File: src/rtl/uart_rx_fifo.sv
// uart_rx_fifo: buffered UART receiver with mid-bit sampling, start-glitch rejection and an RX FIFO.
// Optional feature macro UART_RX_PARITY_EN adds an even-parity bit between the data and stop bits.
module uart_rx_fifo #(
  parameter logic [31:0] DEFAULT_DIV = 32'd16,
  parameter int          FIFO_DEPTH  = 8
) (
  input  logic                        clk,
  input  logic                        resetn,
  input  logic                        ser_rx,
  input  logic [3:0]                  reg_div_we,
  input  logic [31:0]                 reg_div_di,
  output logic [31:0]                 reg_div_do,
  input  logic                        reg_dat_re,
  output logic [31:0]                 reg_dat_do,
  output logic [$clog2(FIFO_DEPTH):0] rx_level,
  output logic                        rx_irq
);

  localparam int AW = $clog2(FIFO_DEPTH);
  localparam int LW = AW + 1;
  localparam logic [LW-1:0] FULL_LEVEL = LW'(FIFO_DEPTH);

  typedef enum logic [2:0] {
    S_IDLE   = 3'd0,
    S_START  = 3'd1,
    S_DATA   = 3'd2,
    S_PARITY = 3'd3,
    S_STOP   = 3'd4,
    S_WAITHI = 3'd5
  } state_e;

`ifdef UART_RX_PARITY_EN
  localparam state_e DATA_NEXT = S_PARITY;

  function automatic logic even_parity8(input logic [7:0] d);
    return ^d;
  endfunction
`else
  localparam state_e DATA_NEXT = S_STOP;
`endif

  logic         sync1_q, sync2_q, rx_s;
  logic [31:0]  cfg_div_q, cfg_div_d;
  state_e       state_q, state_d, fsm_next_s;
  logic [31:0]  divcnt_q, divcnt_d;
  logic [2:0]   bitidx_q, bitidx_d;
  logic [7:0]   shreg_q, shreg_d;
  logic         perr_q, perr_d;
  logic         sample_s, push_s;
  logic [9:0]   push_word_s;

  logic [9:0]    mem_q [FIFO_DEPTH];
  logic [AW-1:0] wr_ptr_q, wr_ptr_d, rd_ptr_q, rd_ptr_d;
  logic [LW-1:0] level_q, level_d;
  logic          overrun_q, overrun_d, irq_q;
  logic          empty_s, full_s, pop_s, wr_en_s, drop_s;
  logic [9:0]    head_s;

  // Two-flop synchroniser; flops reset high so reset release never looks like a start bit.
  always_ff @(posedge clk or negedge resetn) begin
    if (!resetn) begin
      sync1_q <= 1'b1;
      sync2_q <= 1'b1;
    end else begin
      sync1_q <= ser_rx;
      sync2_q <= sync1_q;
    end
  end
  assign rx_s = sync2_q;

  // Divider byte-lane merge.
  always_comb begin
    cfg_div_d = cfg_div_q;
    for (int i = 0; i < 4; i++) begin
      if (reg_div_we[i]) cfg_div_d[8*i +: 8] = reg_div_di[8*i +: 8];
      else               cfg_div_d[8*i +: 8] = cfg_div_q[8*i +: 8];
    end
  end

  // Receiver state and datapath registers.
  always_ff @(posedge clk or negedge resetn) begin
    if (!resetn) begin
      cfg_div_q <= DEFAULT_DIV;
      state_q   <= S_IDLE;
      divcnt_q  <= 32'd0;
      bitidx_q  <= 3'd0;
      shreg_q   <= 8'd0;
      perr_q    <= 1'b0;
    end else begin
      cfg_div_q <= cfg_div_d;
      state_q   <= state_d;
      divcnt_q  <= divcnt_d;
      bitidx_q  <= bitidx_d;
      shreg_q   <= shreg_d;
      perr_q    <= perr_d;
    end
  end

  // Next-state: a divider write aborts any frame in flight; divcnt restarts on each state entry or bit sample.
  always_comb begin
    fsm_next_s = state_q;
    bitidx_d   = bitidx_q;
    shreg_d    = shreg_q;
    perr_d     = perr_q;
    case (state_q)
      S_IDLE: begin
        if (!rx_s) fsm_next_s = S_START;
        else       fsm_next_s = S_IDLE;
      end
      S_START: begin
        if (sample_s) begin
          if (rx_s) begin
            fsm_next_s = S_IDLE;
          end else begin
            fsm_next_s = S_DATA;
            bitidx_d   = 3'd0;
            perr_d     = 1'b0;
          end
        end else begin
          fsm_next_s = S_START;
        end
      end
      S_DATA: begin
        if (sample_s) begin
          shreg_d  = {rx_s, shreg_q[7:1]};
          bitidx_d = bitidx_q + 3'd1;
          if (bitidx_q == 3'd7) fsm_next_s = DATA_NEXT;
          else                  fsm_next_s = S_DATA;
        end else begin
          fsm_next_s = S_DATA;
        end
      end
`ifdef UART_RX_PARITY_EN
      S_PARITY: begin
        if (sample_s) begin
          perr_d     = rx_s ^ even_parity8(shreg_q);
          fsm_next_s = S_STOP;
        end else begin
          fsm_next_s = S_PARITY;
        end
      end
`endif
      S_STOP: begin
        if (sample_s) begin
          if (rx_s) fsm_next_s = S_IDLE;
          else      fsm_next_s = S_WAITHI;
        end else begin
          fsm_next_s = S_STOP;
        end
      end
      S_WAITHI: begin
        if (rx_s) fsm_next_s = S_IDLE;
        else      fsm_next_s = S_WAITHI;
      end
      default: fsm_next_s = S_IDLE;
    endcase
    state_d  = (reg_div_we != 4'h0) ? S_IDLE : fsm_next_s;
    divcnt_d = ((state_d != state_q) || sample_s) ? 32'd0 : divcnt_q + 32'd1;
  end

  // FSM outputs: sample strobe (half period in START, full period otherwise) and FIFO push.
  always_comb begin
    case (state_q)
      S_START:                  sample_s = (divcnt_q == (cfg_div_q >> 1));
      S_DATA, S_PARITY, S_STOP: sample_s = (divcnt_q == cfg_div_q);
      default:                  sample_s = 1'b0;
    endcase
    push_s      = (state_q == S_STOP) && sample_s;
    push_word_s = {perr_q, ~rx_s, shreg_q};
  end

  assign empty_s = (level_q == {LW{1'b0}});
  assign full_s  = (level_q == FULL_LEVEL);
  assign pop_s   = reg_dat_re && !empty_s;
  assign wr_en_s = push_s && (!full_s || pop_s);
  assign drop_s  = push_s && full_s && !pop_s;

  // FIFO pointer, level and overrun next-state.
  always_comb begin
    wr_ptr_d = wr_en_s ? wr_ptr_q + AW'(1) : wr_ptr_q;
    rd_ptr_d = pop_s   ? rd_ptr_q + AW'(1) : rd_ptr_q;
    case ({wr_en_s, pop_s})
      2'b10:   level_d = level_q + LW'(1);
      2'b01:   level_d = level_q - LW'(1);
      default: level_d = level_q;
    endcase
    if (pop_s)       overrun_d = 1'b0;
    else if (drop_s) overrun_d = 1'b1;
    else             overrun_d = overrun_q;
  end

  // FIFO control registers; irq is registered from the next level so it tracks rx_level exactly.
  always_ff @(posedge clk or negedge resetn) begin
    if (!resetn) begin
      wr_ptr_q  <= {AW{1'b0}};
      rd_ptr_q  <= {AW{1'b0}};
      level_q   <= {LW{1'b0}};
      overrun_q <= 1'b0;
      irq_q     <= 1'b0;
    end else begin
      wr_ptr_q  <= wr_ptr_d;
      rd_ptr_q  <= rd_ptr_d;
      level_q   <= level_d;
      overrun_q <= overrun_d;
      irq_q     <= (level_d != {LW{1'b0}});
    end
  end

  // FIFO storage: {perr, ferr, data}.
  always_ff @(posedge clk) begin
    if (wr_en_s) mem_q[wr_ptr_q] <= push_word_s;
  end

  assign head_s     = mem_q[rd_ptr_q];
  assign reg_dat_do = empty_s ? 32'hFFFF_FFFF : {21'd0, overrun_q, head_s};
  assign reg_div_do = cfg_div_q;
  assign rx_level   = level_q;
  assign rx_irq     = irq_q;

endmodule
File: config.mk
export PLATFORM = sky130hd
export DESIGN_NAME = uart_rx_fifo
export DESIGN_NICKNAME = d
export VERILOG_FILES = /design/src/rtl/uart_rx_fifo.sv
export SDC_FILE = /design/constraint.sdc
export NUM_CORES = 1
export LEC_CHECK = 0
export ABC_AREA = 1
export CAP_MARGIN = 20
export CELL_PAD_IN_SITES_DETAIL_PLACEMENT = 1
export CELL_PAD_IN_SITES_GLOBAL_PLACEMENT = 2
export CORE_ASPECT_RATIO = 1.4
export CORE_MARGIN = 2
export CORE_UTILIZATION = 38
export CTS_BUF_LIST = sky130_fd_sc_hd__clkbuf_8
export DETAILED_ROUTE_END_ITERATION = 6
export PLACE_DENSITY_LB_ADDON = 0.1
export SYNTH_ARGS = -nofsm -noshare
export SYNTH_HDL_FRONTEND = slang
export SYNTH_SLANG_ARGS = --single-unit
File: constraint.sdc
create_clock -name clk -period 9.66 [get_ports clk]
set_clock_uncertainty 0.1 [all_clocks]
set_input_delay 1.932 -clock clk [delete_from_list [all_inputs] [get_ports clk]]
set_output_delay 1.932 -clock clk [all_outputs]
set_load 0.01 [all_outputs]
==> results of run 1 <==
==> state kept, by name, indices dropped and copies added, names as in the netlist, 3 cells and up <==
register    flops
divcnt_q       32
state_q         3
reg_div_do     32
rd_ptr_q        3
shreg_q         8
bitidx_q        3
rx_level        4
mem_q          72
wr_ptr_q        3
==> cell families (layout without fill, tap and decap cells) <==
family | count (synthesis) | count (layout) | share of synthesized area
xor gates and xnor gates | 32 | 32 | 0.03189
DFF | 164 | 164 | 0.5084
and+or+nand+nor | 536 | 536 | 0.2842
buffers and inverters | 172 | 263 | 0.08912
adders and majority gates | 9 | 9 | 0.01367
AOI/OAI and AO/OA | 104 | 104 | 0.06891
muxes | 3 | 3 | 0.003844
==> stage by stage <==
step	utilization	power (mW)
floorplan	-	1.198
global placement	0.4402	1.451
detailed placement	0.4407	1.453
CTS	0.4584	1.977
global route	0.4593	2.075
finish	0.4593	1.955
==> cells in the final DEF, fill, tap and decap left out, drive strengths merged, types with 5 or more instances in the layout <==
cell | Yosys | final
clkinv | 4 | 11
buf | 43 | 9
inv | 111 | 115
nor3 | 49 | 49
nand3 | 122 | 122
o21ai | 43 | 43
clkdlybuf4s50 | 0 | 107
clkbuf | 14 | 17
nand4 | 16 | 16
xor2 | 30 | 30
nand2 | 287 | 287
or3 | 9 | 9
dfrtp | 89 | 89
nor2 | 47 | 47
a221oi | 18 | 18
a21oi | 38 | 38
edfxtp | 72 | 72
nor4 | 5 | 5
ha | 8 | 8
==> layout make-up <==
class / count / share of cell area
multi-input combinational: 684 / 0.3421
timing repair buffer: 116 / 0.1112
tap: 301 / 0.03627
sequential: 164 / 0.4303
clock buffer: 17 / 0.02253
inverter: 115 / 0.04157
clock inverter: 15 / 0.01603
==> power breakdown <==
group          switching [mW]  internal (mW)
Clock                   0.261          0.253
Combinational           0.334          0.283
Sequential             0.0586          0.765
==> worst reg2reg max path: cells and delay by family, from the launching register on <==
kind | cells | cell delay, ns
simple gates | 19 | 3.00
fa+ha+maj | 2 | 0.59
flops | 1 | 0.45
compound gates | 2 | 0.44
xor+xnor | 1 | 0.14
==> per-layer routing <==
layer  routed length [um]  share of wire
met3                  482          0.019
met5                    0              0
met1                10060           0.40
met2                14420           0.57
met4                  474          0.019
==> worst min-delay path by stage <==
stage	to	slack (ns)	cells past startpoint
floorplan	rx_s$_DFF_PN1_	0.25	0
global route	rx_s$_DFF_PN1_	0.27	0
finish	rx_s$_DFF_PN1_	0.26	0
global placement	rx_s$_DFF_PN1_	0.25	0
CTS	rx_s$_DFF_PN1_	0.27	0
detailed placement	rx_s$_DFF_PN1_	0.25	0
==> run_results.csv, run 1 <==
group,metric,value,unit
global_route,grt_pass1_wl,41450,um
floorplan,die_w,132.5,um
finish,fillers,2721,
routing,vias,7148,
clock_network,cts_setup_buffers,0,
global_route,busiest_layer,"met2",
setup_path,r2r-end,"rx_irq$_DFF_PN0_",
run_status,status,"complete, no violations",
setup_path,cpPeakStageDelay,0.79,ns
global_route,met2_usage,0.4292,
setup_path,slowest_stage,"dfrtp_1",
clock_network,postCtsHoldBufs,0,
synth,synth_area,0.008788,mm2
synth,ys_types,36,
global_route,grt_pass1_vias,7629,
flow_run,maxCapViolCount,0,
sta,tightest_slew,1.040,ns
floorplan,pin_count,109,
setup_path,cp_data_required_time,7.63,ns
sta,worst_slack,4.297,ns
synth,synth_edf_count,72,
setup_path,cp_max_fo,20,
clock_network,cts_buffers,17,
setup_path,start_kind,"register",
clock_network,root_buffer,"clkbuf_8",
floorplan,start_util,0.3887,
setup_path,critPathKind,"register to output port",
clock_network,ctsResizeCount,0,
synth,ys.flop_type,"dfrtp_1",
global_route,overflow,0,
setup_path,critPathTopFamily,"buffers and inverters",
routing,drc,0,
setup_path,path_buf_inv,2,
sta,max_slew_margin,0.3043,
setup_path,setup.worst_path.start,"rd_ptr_q[1]$_DFFE_PN0P_",
finish,area_growth_syn_to_layout,18.15,%
synth,syn-num-nets,1069,
clock_network,clk_pin_slew,0.08,ns
finish,layout.nets,1147,
finish,n_antenna_cell,0,
synth,synth_warnings,0,
setup_path,end_kind,"output port",
sta,fin_crit,5.363,ns
finish,final_area,0.01038,mm2
place,io_buffers,108,
place,place_congestion,0.8096,
min_path,hp-start,"sync1_q$_DFF_PN1_",
floorplan,core_area,0.02261,mm2
floorplan,num_rows,65,
sta,tns,0,ns
sta,period_share,0.5552,
synth,synth_top_cell_area_share,0.2534,
clock_network,tritoncts,"done",
finish,multi_input_area,0.003552,mm2
finish,layout-drive-gt1-share,0.08191,
finish,fin_cells,1412,
synth,synthTopCellsByCount,"nand2_1, nand3_1, inv_1",
global_route,gr-usage-met1,0.2383,
synth,synth.area.top_cells,"dfrtp_1, edfxtp_1, nand2_1",
global_route,grt_max_degree,55,
power_and_ir_drop,leakagePower,4.450,nW
global_route,antenna_found_initial,0,
clock_network,clk_latency,0.47,ns
sta,hold_violations,0,
setup_path,reg2reg_from,"state_q[0]$_DFF_PN0_",
synth,synth_top_area_cell,"dfrtp_1",
place,dpl_cell_area,0.009963,mm2
setup_path,r2r_slack,4.81,ns
sta,fmax,0.1865,GHz
floorplan,die_area,0.02438,mm2
setup_path,reg2reg_depth,24,
floorplan,dieHeight,183.9,um
place,dpl.hpwl,18740,um
global_route,use_met3,0.02895,
synth,synthCells,1020,
routing,drt_wl_total,25440,um
place,place_ws,4.628,ns
sta,finalMaxSlewViolations,0,
setup_path,path_depth,5,
clock_network,h-tree-depth,4,
synth,syn_area_per_cell,8.616,um2
clock_network,cts.path.max_buffers,2,
place,dp.cells,1379,
routing,firstDrtPassIters,4,
global_route,track_usage,0.2181,
synth,synthArstFlopShare,0.5610,
routing,viasPerCell,5.062,
power_and_ir_drop,irDropWorstVdd,125.8,uV
routing,ant_nets,0,
setup_path,crit_arrival,3.33,ns
routing,drt_first_iter_violations,262,
clock_network,cts_sinks,164,
setup_path,endpoint,"reg_dat_do[6]",
setup_path,cp_cell_sequence,"clkinv_1 -> a21oi_1 -> a221oi_1 -> or3_1 -> clkdlybuf4s50_1",
synth,ys_seq_elements,164,
synth,seq_area_frac_synth,0.5084,
power_and_ir_drop,power.density,188.3,mW/mm2
sta,finalSetupViolations,0,
sta,holdWs,0.2634,ns
synth,yosysMostFrequentCell,"nand2_1",
finish,seqCellArea,0.004468,mm2
min_path,hold_path.class,"register to register",
sta,rsz0062_at_grt,"false",
routing,wire_per_inst,18.02,um
Power figures use the tool's default switching activity.
==> run 2, diff against run 1 <==
- CORE_UTILIZATION: 38 -> 32
- clock period: 9.66 -> 4.8 ns (I/O delays scaled with it)
==> run_results.csv, run 2 (synthesized netlist as in run 1, its figures left out) <==
group,metric,value,unit
run_status,status,"complete, no violations",
finish,final_common_cell,"nand2_1",
finish,area_growth_syn_to_layout,20.87,%
setup_path,critPathKind,"register to register",
clock_network,cts_setup_buffers,0,
routing,wl_met3,542,um
clock_network,cts_sinks,164,
setup_path,reg2reg_from,"state_q[1]$_DFF_PN0_",
sta,fmax,0.2300,GHz
finish,largest_reg_flops,72,
finish,final_area,0.01062,mm2
finish,fillers,3160,
floorplan,num_rows,71,
setup_path,crit_arrival,4.58,ns
setup_path,start_kind,"register",
clock_network,h-tree-depth,4,
clock_network,cts_buffers,17,
finish,mostFrequentLayoutCells,"nand2_1, nand3_1, clkdlybuf4s50_1",
routing,vias,7313,
global_route,grt_pass1_vias,7647,
sta,finalSetupViolations,0,
place,dpl.hpwl,20260,um
finish,n_antenna_cell,0,
routing,drc,0,
sta,hold_violations,0,
routing,routed.top_layer,"met4",
floorplan,core_area,0.02692,mm2
sta,tightest_slew,0.9497,ns
floorplan,die_w,144.1,um
finish,final_util,0.3946,
clock_network,root_buffer,"clkbuf_8",
finish,layout.nets,1164,
power_and_ir_drop,power.density,379.7,mW/mm2
clock_network,clk_latency,0.48,ns
setup_path,r2r-end,"rx_irq$_DFF_PN0_",
power_and_ir_drop,leakagePower,4.537,nW
routing,viasPerCell,4.898,
power_and_ir_drop,irDropWorstVdd,232.9,uV
finish,multi_input_area,0.003546,mm2
min_path,hp-start,"sync1_q$_DFF_PN1_",
floorplan,die_area,0.02882,mm2
flow_run,maxCapViolCount,0,
floorplan,start_util,0.3265,
routing,m1WireLength,10800,um
setup_path,end_kind,"register",
floorplan,dieHeight,200.1,um
min_path,hold_depth,0,
setup_path,reg2reg_depth,26,
clock_network,cts.path.max_buffers,2,
routing,drt_first_iter_violations,308,
setup_path,r2r_slack,0.45,ns
sta,period_share,0.9057,
sta,max_slew_margin,0.3610,
sta,finalMaxSlewViolations,0,
min_path,hold_path.class,"register to register",
routing,wire_per_inst,18.21,um
routing,ant_nets,0,
global_route,overflow,0,
setup_path,cp_max_fo,23,
finish,largest_register,"mem_q",
clock_network,tritoncts,"done",
global_route,antenna_found_initial,0,
finish,layout-drive-gt1-share,0.09663,
routing,met2RoutedLength,15220,um
place,dpl_cell_area,0.01016,mm2
global_route,grt_max_degree,64,
place,io_buffers,108,
sta,tns,0,ns
min_path,holdPathEnd,"rx_s$_DFF_PN1_",
place,place_congestion,0.7850,
global_route,track_usage,0.1983,
clock_network,clk_pin_slew,0.10,ns
sta,fin_crit,4.347,ns
finish,seqCellArea,0.004469,mm2
setup_path,cp_data_required_time,5.04,ns
routing,firstDrtPassIters,4,
floorplan,pin_count,109,
routing,drt_wl_total,27190,um
global_route,grt_pass1_wl,43300,um
clock_network,postCtsHoldBufs,0,
==> run 2: cell count changes in the layout (fill, tap and decap cells not counted), sizes merged <==
cell    delta
buf       +17
bufinv     -1
clkinv     -3
inv        +4
==> run 2: how the worst max path moves through the flow <==
stage,from,to,depth (start not counted),slack (ns)
floorplan,state_q[0]$_DFF_PN0_,rx_irq$_DFF_PN0_,25,1.23
CTS,state_q[2]$_DFF_PN0_,rx_irq$_DFF_PN0_,24,0.25
global placement,state_q[2]$_DFF_PN0_,rx_irq$_DFF_PN0_,24,0.40
finish,state_q[1]$_DFF_PN0_,rx_irq$_DFF_PN0_,26,0.45
detailed placement,state_q[2]$_DFF_PN0_,rx_irq$_DFF_PN0_,24,0.30
global route,state_q[0]$_DFF_PN0_,rx_irq$_DFF_PN0_,26,-0.001
==> run 2: final cells by class <==
class                   count  area share
flip-flops and latches    164      0.4207
multi-input cells         684      0.3338
repair buffers            133      0.1223
well taps                 365     0.04299
inverters                 115     0.04064
clock buffers              17     0.02203
clock inverters            15     0.01755
==> run 2: repair_timing <==
action,4_1_cts,5_1_grt
resized for setup,0,4
setup endpoints to repair,0,1
hold endpoints to repair,0,0
==> run 2: stage by stage <==
step	hold WS [ns]	power (mW)	worst slack [ns]	instances
6_report	0.2578	4.033	0.4527	1493
5_1_grt	0.2695	4.289	-0.001104	1493
4_1_cts	0.2700	4.084	0.2544	1492
3_5_place_dp	0.2511	2.979	0.3050	1460
3_3_place_gp	0.2482	2.974	0.3953	1460
2_1_floorplan	0.2452	2.411	1.226	1020
==> run 2: routing by layer <==
metal | track usage | up-vias
met5 | 0 | -
met3 | 0.02791 | 29
met1 | 0.2224 | 3612
met4 | 0.06318 | 0
met2 | 0.3820 | 103
li1 | - | 3569
==> run 2: power by group <==
part	switching, mW	internal [mW]
logic	0.714	0.584
registers	0.107	1.54
clock network	0.602	0.487
total	1.42	2.61
==> run 2: worst max-delay path, stage by stage, from the launching register on <==
cell      delay, ns
dfrtp_1        0.49
nor2_2         0.08
nand2_4        0.25
nand2_8        0.18
buf_4          0.22
nand2_1        0.08
nand2_1        0.05
nand2_1        0.12
nand2_1        0.07
inv_1          0.05
nand2_1        0.05
nor2_1         0.08
nand2_1        0.07
nor2_2         0.16
nand2_1        0.11
nor2_1         0.20
o21ai_1        0.16
ha_1           0.25
ha_1           0.34
nand2_1        0.09
nor2_1         0.04
a211oi_1       0.25
nand2_1        0.08
nand2_1        0.07
nor2_1         0.04
xor2_1         0.14
or4_1          0.42
